===== src/rtl/button_debouncer_pkg.sv =====
// Shared types and helpers for the push-button debouncer: FSM state encoding
// and the counter-width helper used to size the debounce/hold/repeat counters.
package button_debouncer_pkg;

  typedef enum logic [1:0] {
    IDLE       = 2'd0,
    PRESS_DB   = 2'd1,
    PRESSED    = 2'd2,
    RELEASE_DB = 2'd3
  } state_e;

  // Bits needed to hold the values 0..max_val inclusive.
  function automatic int unsigned cnt_w(input int unsigned max_val);
    return (max_val < 1) ? 1 : $clog2(max_val + 1);
  endfunction

endpackage


===== src/rtl/button_debouncer_sync_2ff.sv =====
// Two-flop synchroniser for a single raw asynchronous input; resets to 0 so a
// held input is seen as a fresh edge after reset.
module sync_2ff (
  input  logic clk_i,
  input  logic rst_i,
  input  logic d_i,
  output logic q_o
);

  logic s1_q;
  logic s2_q;

  always_ff @(posedge clk_i) begin
    if (rst_i) begin
      s1_q <= 1'b0;
      s2_q <= 1'b0;
    end else begin
      s1_q <= d_i;
      s2_q <= s1_q;
    end
  end

  assign q_o = s2_q;

endmodule


===== src/rtl/button_debouncer.sv =====
// Push-button debouncer: synchronises a raw button, accepts level changes after
// DEBOUNCE_CYCLES stable samples, and emits press/release/auto-repeat strobes.
module button_debouncer
  import button_debouncer_pkg::*;
#(
  parameter int unsigned DEBOUNCE_CYCLES = 1_000_000,
  parameter int unsigned HOLD_CYCLES     = 50_000_000,
  parameter int unsigned REPEAT_CYCLES   = 10_000_000,
  parameter bit          REPEAT_EN       = 1'b1
) (
  input  logic i_clk,
  input  logic i_reset,
  input  logic i_btn,
  output logic o_btn_level,
  output logic o_press_pulse,
  output logic o_release_pulse,
  output logic o_repeat_pulse,
  output logic o_event
);

  localparam int DB_W   = cnt_w(DEBOUNCE_CYCLES);
  localparam int HOLD_W = cnt_w(HOLD_CYCLES);
  localparam int REP_W  = cnt_w(REPEAT_CYCLES);

  localparam logic [DB_W-1:0]   DB_MAX    = DB_W'(DEBOUNCE_CYCLES);
  localparam logic [DB_W-1:0]   DB_ONE    = DB_W'(1);
  localparam logic [HOLD_W-1:0] HOLD_MAX  = HOLD_W'(HOLD_CYCLES);
  localparam logic [HOLD_W-1:0] HOLD_LAST = HOLD_W'(HOLD_CYCLES - 1);
  localparam logic [REP_W-1:0]  REP_LAST  = REP_W'(REPEAT_CYCLES - 1);

  logic btn_s;

  sync_2ff u_sync (
    .clk_i (i_clk),
    .rst_i (i_reset),
    .d_i   (i_btn),
    .q_o   (btn_s)
  );

  state_e            state_q, state_d;
  logic [DB_W-1:0]   db_cnt_q, db_cnt_d;
  logic [HOLD_W-1:0] hold_cnt_q, hold_cnt_d;
  logic [REP_W-1:0]  rep_cnt_q, rep_cnt_d;
  logic              level_q, level_d;
  logic              press_q, press_d;
  logic              release_q, release_d;
  logic              repeat_q, repeat_d;
  logic              event_q, event_d;

  always_comb begin
    state_d    = state_q;
    db_cnt_d   = db_cnt_q;
    hold_cnt_d = hold_cnt_q;
    rep_cnt_d  = rep_cnt_q;
    press_d    = 1'b0;
    release_d  = 1'b0;
    repeat_d   = 1'b0;

    case (state_q)
      IDLE: begin
        if (btn_s) begin
          state_d  = PRESS_DB;
          db_cnt_d = DB_ONE;
        end
      end
      PRESS_DB: begin
        if (!btn_s) begin
          state_d  = IDLE;
          db_cnt_d = '0;
        end else if (db_cnt_q == DB_MAX) begin
          state_d  = PRESSED;
          db_cnt_d = '0;
          press_d  = 1'b1;
        end else begin
          db_cnt_d = db_cnt_q + 1'b1;
        end
      end
      PRESSED: begin
        if (!btn_s) begin
          state_d  = RELEASE_DB;
          db_cnt_d = DB_ONE;
        end
        // Hold timer saturates at HOLD_MAX; only then does the repeat timer run.
        if (hold_cnt_q != HOLD_MAX) begin
          hold_cnt_d = hold_cnt_q + 1'b1;
          repeat_d   = REPEAT_EN && (hold_cnt_q == HOLD_LAST);
        end else if (rep_cnt_q == REP_LAST) begin
          rep_cnt_d = '0;
          repeat_d  = REPEAT_EN;
        end else begin
          rep_cnt_d = rep_cnt_q + 1'b1;
        end
      end
      RELEASE_DB: begin
        if (btn_s) begin
          state_d  = PRESSED;
          db_cnt_d = '0;
        end else if (db_cnt_q == DB_MAX) begin
          state_d   = IDLE;
          db_cnt_d  = '0;
          release_d = 1'b1;
        end else begin
          db_cnt_d = db_cnt_q + 1'b1;
        end
      end
      default: state_d = IDLE;
    endcase

    if (state_d == IDLE) begin
      hold_cnt_d = '0;
      rep_cnt_d  = '0;
    end

    level_d = (state_d == PRESSED) || (state_d == RELEASE_DB);
    event_d = press_d | repeat_d;
  end

  always_ff @(posedge i_clk) begin
    if (i_reset) begin
      state_q    <= IDLE;
      db_cnt_q   <= '0;
      hold_cnt_q <= '0;
      rep_cnt_q  <= '0;
      level_q    <= 1'b0;
      press_q    <= 1'b0;
      release_q  <= 1'b0;
      repeat_q   <= 1'b0;
      event_q    <= 1'b0;
    end else begin
      state_q    <= state_d;
      db_cnt_q   <= db_cnt_d;
      hold_cnt_q <= hold_cnt_d;
      rep_cnt_q  <= rep_cnt_d;
      level_q    <= level_d;
      press_q    <= press_d;
      release_q  <= release_d;
      repeat_q   <= repeat_d;
      event_q    <= event_d;
    end
  end

  assign o_btn_level     = level_q;
  assign o_press_pulse   = press_q;
  assign o_release_pulse = release_q;
  assign o_repeat_pulse  = repeat_q;
  assign o_event         = event_q;

endmodule


===== config.mk =====
export PLATFORM = sky130hd
export DESIGN_NAME = button_debouncer
export DESIGN_NICKNAME = d
export VERILOG_FILES = /design/src/rtl/button_debouncer_pkg.sv /design/src/rtl/button_debouncer_sync_2ff.sv /design/src/rtl/button_debouncer.sv
export SDC_FILE = /design/constraint.sdc
export NUM_CORES = 1
export LEC_CHECK = 0
export ABC_AREA = 1
export BUFFER_PORTS_ARGS = -buffer_cell sky130_fd_sc_hd__buf_4
export CAP_MARGIN = 40
export CORE_MARGIN = 2
export CORE_UTILIZATION = 47
export DETAILED_ROUTE_END_ITERATION = 16
export PLACE_DENSITY = 0.65
export SLEW_MARGIN = 20
export SYNTH_ARGS = -nofsm -noshare
export SYNTH_HDL_FRONTEND = slang
export SYNTH_SLANG_ARGS = --single-unit

===== constraint.sdc =====
create_clock -name i_clk -period 1.9 [get_ports i_clk]
set_input_delay 0.285 -clock i_clk [delete_from_list [all_inputs] [get_ports i_clk]]
set_output_delay 0.285 -clock i_clk [all_outputs]
set_load 0.05 [all_outputs]

[Word-level counts from Yosys, hierarchy flattened]
Index checks and enable logic that the tools add are counted.
Cells by class
  $add $sub $neg: 3
  equality and inequality tests: 11
  mux-type cells: 20
  bitwise operators: 3
  reduce and logical (&&, ||, !) cells: 8
Operators by type and width (count)
  20-bit 2-to-1 mux: 5
  20-bit one-hot mux with 4 select lines: 1
  26-bit by 1-bit adder with 26-bit output (second input constant): 1
  26-bit == test (second input constant): 1
  26-bit inequality test (second input constant): 1
  24-bit by 1-bit adder with 24-bit output (second input constant): 1
  24-bit == test (second input constant): 1
  24-bit 2-to-1 mux: 1
  20-bit by 1-bit adder with 20-bit output (second input constant): 1
  20-bit == test (second input constant): 1
  2-bit 2-to-1 mux: 6
  2-bit == test (second input constant): 4
  2-bit one-hot mux with 4 select lines: 1
  1-bit 2-to-1 mux: 6
  2-bit AND reduction: 3
  2-bit logical NOT: 2
  3-bit OR reduction: 1
  2-bit by 1-bit == test with 1-bit output (second input constant): 1
  2-bit by 1-bit inequality test with 1-bit output (second input constant): 1
  2-bit inequality test (second input constant): 1
  1-bit inverter: 2
  2-bit OR reduction: 1
  1-bit logical OR: 1
  1-bit OR: 1
Storage, ports and cells
  register bits after elaboration: 79
  input bits: 3

[Longest topological paths before layout]
  word-level depth: 6
  gate-level depth with buffers: 12
  depth with buffers taken out: 12

[Modules after synthesis]
From an unflattened synthesis, not the netlist that was laid out.
Second synthesis, totals
  cells, all modules: 849
  area, all modules: 5053.6 sq um
By module, submodules not included
  button_debouncer: times used 1, cells each 843, area an instance 4998.5 sq um
  sync_2ff: times used 1, cells each 6, area an instance 55.1 sq um

[Worst setup path after synthesis]
Ideal clock, no wire load.
  path kind: register to register
  start: register state_q[1]
  end: register rep_cnt_q[20]
  setup time: 0.119 ns
  arrival time: 1.606 ns
  setup slack: 0.175 ns
  cell stages (with the launch flop): 8
  buffers on the path: 0
  period minus slack after synthesis: 1.725 ns
  path through: dfxtp_1 -> inv_1 -> nor2_1 -> inv_2 -> nor3_4 -> nand2_1 -> nand3_1 -> nor2_1
Between the ends
  longest elaborated chain between the ends: 5
Ends and longest elaborated chain
  start, declared: RTL line button_debouncer.sv:40  | state_e state_q, state_d;
  start signal, assigned: RTL line button_debouncer.sv:130  | state_q <= state_d;
  2-bit 2-to-1 mux (on tied branches): RTL line button_debouncer.sv:98, button_debouncer.sv:70
  2-bit 2-to-1 mux (on tied branches): RTL line button_debouncer.sv:95, button_debouncer.sv:67
  2-bit one-hot mux with 4 select lines: RTL line button_debouncer.sv:59  | case (state_q)
  2-bit logical NOT: RTL line button_debouncer.sv:109  | if (state_d == IDLE) begin
  2-bit OR reduction (no source line)
  end signal, assigned: RTL line button_debouncer.sv:133  | rep_cnt_q <= rep_cnt_d;
  end, declared: RTL line button_debouncer.sv:43  | logic [REP_W-1:0] rep_cnt_q, rep_cnt_d;
Several ways; a longest one is shown, not always the timed one.
A chain may end at the register's enable or synchronous reset.

[Worst setup path in the final report]
  start: register db_cnt_q[0]
  end: register rep_cnt_q[10]
Between the ends
  longest elaborated chain between the ends: 6
Ends and longest elaborated chain
  start, declared: RTL line button_debouncer.sv:41  | logic [DB_W-1:0] db_cnt_q, db_cnt_d;
  start signal, assigned: RTL line button_debouncer.sv:131  | db_cnt_q <= db_cnt_d;
  20-bit == test (*): RTL line button_debouncer.sv:70, button_debouncer.sv:98
  2-bit 2-to-1 mux (on tied branches): RTL line button_debouncer.sv:98, button_debouncer.sv:70
  2-bit 2-to-1 mux (on tied branches): RTL line button_debouncer.sv:95, button_debouncer.sv:67
  2-bit one-hot mux with 4 select lines (*): RTL line button_debouncer.sv:59
  2-bit logical NOT (*): RTL line button_debouncer.sv:109
  2-bit OR reduction (no source line) (*)
Every way passes the cells marked *; elsewhere a longest branch is shown, timed or not.

==> impl_metrics.py <==
metrics = {
    "run_status": {
        "outcome": "finished, final reports clean",
    },
    "grt": {
        "grt_start_max_net_pins": 33,
        "grt_pass1_wl_um": 21800,
        "antenna_found_initial": 0,
        "track_usage_pct": 22.8,
        "grt_pass1_vias": 4884,
        "grt-ovfl-total": 0,
    },
    "logic_synthesis": {
        "synthCells": 873,
        "synth_area_um2": 5180,
        "synthMuxAreaShare_pct": 0,
        "synth_compound_area_share_pct": 6.02,
        "synth-warning-count": 0,
        "synth_top_area_share_pct": 30.2,
        "async_flop_share_pct": 0,
        "synthXorXnorAreaFrac_pct": 5.25,
        "synthTopCellsByArea": "dfxtp_1 (30%), nand2_1 (23%), nor2_1 (9.4%)",
        "synth_top_area_cell": "dfxtp_1",
        "synth-seq-cells": 78,
        "yosysSeqAreaShare_pct": 30.2,
        "synth_cell_type_count": 36,
        "syn-num-nets": 881,
        "synth-simple-area-share_pct": 45.7,
        "ys.flop_type": "dfxtp_1",
        "synthAdderAreaFrac_pct": 1.21,
        "synth_top_family_by_area": "simple AND/OR/NAND/NOR gates",
        "synth_area_per_cell_um2": 5.93,
        "synth-edff-count": 0,
    },
    "route": {
        "wire_per_inst_um": 11.8,
        "wl_met1_um": 6040,
        "drt_iter0_drc": 324,
        "ant_nets": 0,
        "drt_first_pass_iters": 5,
        "post_drt_via_cell_ratio": 5.00,
        "dr_wl_met3_um": 641,
        "num_vias": 5359,
        "met2_length_um": 5810,
        "drc_errors": 0,
        "top_layer_used": "met4",
        "drt_wl_total_um": 12700,
    },
    "placed_design": {
        "dp_hpwl_um": 9540,
        "place_congestion": 0.956,
        "place_ws_ns": 0.116,
        "numPortBuffers": 7,
    },
    "critical_path": {
        "required_ns": 2.17,
        "arrival_ns": 1.99,
        "crit_family": "simple AND/OR/NAND/NOR gates",
        "criticalPathCategory": "flip-flop to flip-flop",
        "critPathSlowestCell": "dfxtp_1",
        "r2r-end": "rep_cnt_q[10]",
        "rr_startpoint": "db_cnt_q[0]",
        "crit_path_max_fanout": 29,
        "cp_cell_sequence": "inv_1, ha_1, nand2_1, nor2_2, nand4_2, nand3_1, nand3_2, buf_12, nand2_1, inv_1",
        "reg2regPathDepth": 10,
        "slowest_delay_ns": 0.33,
        "end_kind": "flip-flop",
        "reg2reg_slack_ns": 0.18,
        "start_kind": "flip-flop",
        "path_buf_inv": 3,
    },
    "clock_network": {
        "cts_hold_buf": 0,
        "clk_path_buf_depth": 2,
        "clkSlewWorstSetupHoldPaths_ns": 0.08,
        "clock-sinks": 78,
        "cts_buffers": 9,
        "htreeDepth": 3,
        "cts_tree": "done",
        "clock_latency_ns": 0.37,
        "cts_root_buf": "clkbuf_8",
    },
    "hold_path": {
        "holdCritPathClass": "primary input to flip-flop",
        "worstHoldStart": "i_btn",
        "hold_path_end": "u_sync.s1_q",
        "whs_path_depth": 3,
    },
    "sta": {
        "skew_ns": 0.0131,
        "report.final.slew_viol_count": 0,
        "layout_min_cycle_time_ns": 1.72,
        "setup_slack_ns": 0.177,
        "fin_tns_setup_ns": 0,
        "fin_crit_sh_pct": 90.7,
        "max_slew.worst_pin.slew_ns": 0.346,
        "max_freq_ghz": 0.580,
        "finalHoldViolations": 0,
        "whs_ns": 0.121,
        "setup-violations-final": 0,
        "maxSlewHeadroom_pct": 76.9,
    },
    "floorplanning": {
        "dieArea_um2": 11900,
        "placementRows": 38,
        "design.core.area_um2": 10800,
        "die_x_um": 109,
        "io_pins": 8,
        "die_y_um": 109,
        "start_util_pct": 48.0,
    },
    "pwr": {
        "vdd_drop_max_mv": 0.640,
        "p_leak_nw": 2.74,
        "power.density_nw_per_um2": 519,
    },
    "cells_and_area": {
        "nets": 935,
        "drive_gt1_share_pct": 12.1,
        "diodes": 0,
        "nFillCells": 1077,
        "layout.cells.most_common": "nand2_1",
        "mostFrequentLayoutCells": "nand2_1 (320), nor2_1 (127), inv_1 (112), dfxtp_1 (78), buf_4 (57)",
        "area_growth_pct": 15.4,
    },
    "job": {
        "cap_violations": 0,
    },
}
-- logic make-up after synthesis --
family / count (synthesis)
xor+xnor: 31
flops: 78
fa+ha+maj: 5
compound gates: 58
buf+inv: 142
simple gates: 559
-- how the worst max path moves through the flow --
stage / start / end / slack [ns] / cells past startpoint
after global placement: hold_cnt_q[0] / o_event / -0.21 / 11
after CTS: hold_cnt_q[0] / rep_cnt_q[18] / 0.09 / 11
after detailed placement: hold_cnt_q[0] / rep_cnt_q[17] / 0.12 / 11
after floorplan: state_q[1] / rep_cnt_q[20] / 0.17 / 7
after global routing: rep_cnt_q[0] / rep_cnt_q[12] / -0.007 / 8
final: db_cnt_q[0] / rep_cnt_q[10] / 0.18 / 10
-- cells in the mapped netlist (all sizes together) (8+ instances only) --
library cell,instances
nor2,138
nand3b,8
inv,121
nand3,55
o21ai,34
xnor2,14
a21oi,17
xor2,17
nand4,22
dfxtp,78
buf,16
nand2,328
-- area by class of cell --
class / count / area [µm²] / share of cell area [%]
clock inverters: 4 / 70.1 / 1.17
flip-flops and latches: 78 / 1560 / 26.1
multi-input cells: 653 / 3020 / 50.6
inverters: 122 / 462 / 7.73
clock buffers: 12 / 145 / 2.43
well taps: 140 / 175 / 2.93
repair buffers: 63 / 534 / 8.95
-- metal layers --
metal | GRT usage [%] | vias up
met2 | 37.7 | 139
met4 | 8.79 | 0
li1 | - | 2796
met3 | 3.41 | 14
met1 | 29.9 | 2410
met5 | 0 | -
-- sequential cells by signal (all words and copies together) (netlist names) --
register / flops
o_repeat_pulse: 1
rep_cnt_q: 24
db_cnt_q: 20
state_q: 2
o_event: 1
o_press_pulse: 1
u_sync.s1_q: 1
hold_cnt_q: 26
u_sync.q_o: 1
o_release_pulse: 1
-- what timing repair did --
item,CTS,global route
resized for setup,0,6
setup endpoints to repair,0,43
buffers inserted,0,1
-- worst reg2reg max path: cells and delay by family (launching register included) --
kind | cells | cell delay [ns]
simple gates | 6 | 0.79
flops | 1 | 0.33
buf+inv | 3 | 0.33
fa+ha+maj | 1 | 0.16
-- where the power goes --
part           total (mW)  internal, mW  switching [mW]
clock                1.41         0.773           0.637
sequential           1.64          1.64         0.00230
combinational      0.0523        0.0152          0.0371
total                3.10          2.43           0.676
-- per-stage QoR --
stage | instance area (µm²) | utilization, % | cells | power (mW)
floorplan | 5180 | - | 873 | 1.71
global placement | 5700 | 52.8 | 1054 | 1.73
detailed placement | 5710 | 52.9 | 1055 | 1.73
CTS | 5930 | 54.9 | 1071 | 3.14
global route | 5970 | 55.3 | 1072 | 3.19
finish | 5970 | 55.3 | 1072 | 3.10
No activity file was read; power rests on OpenSTA's default activity.
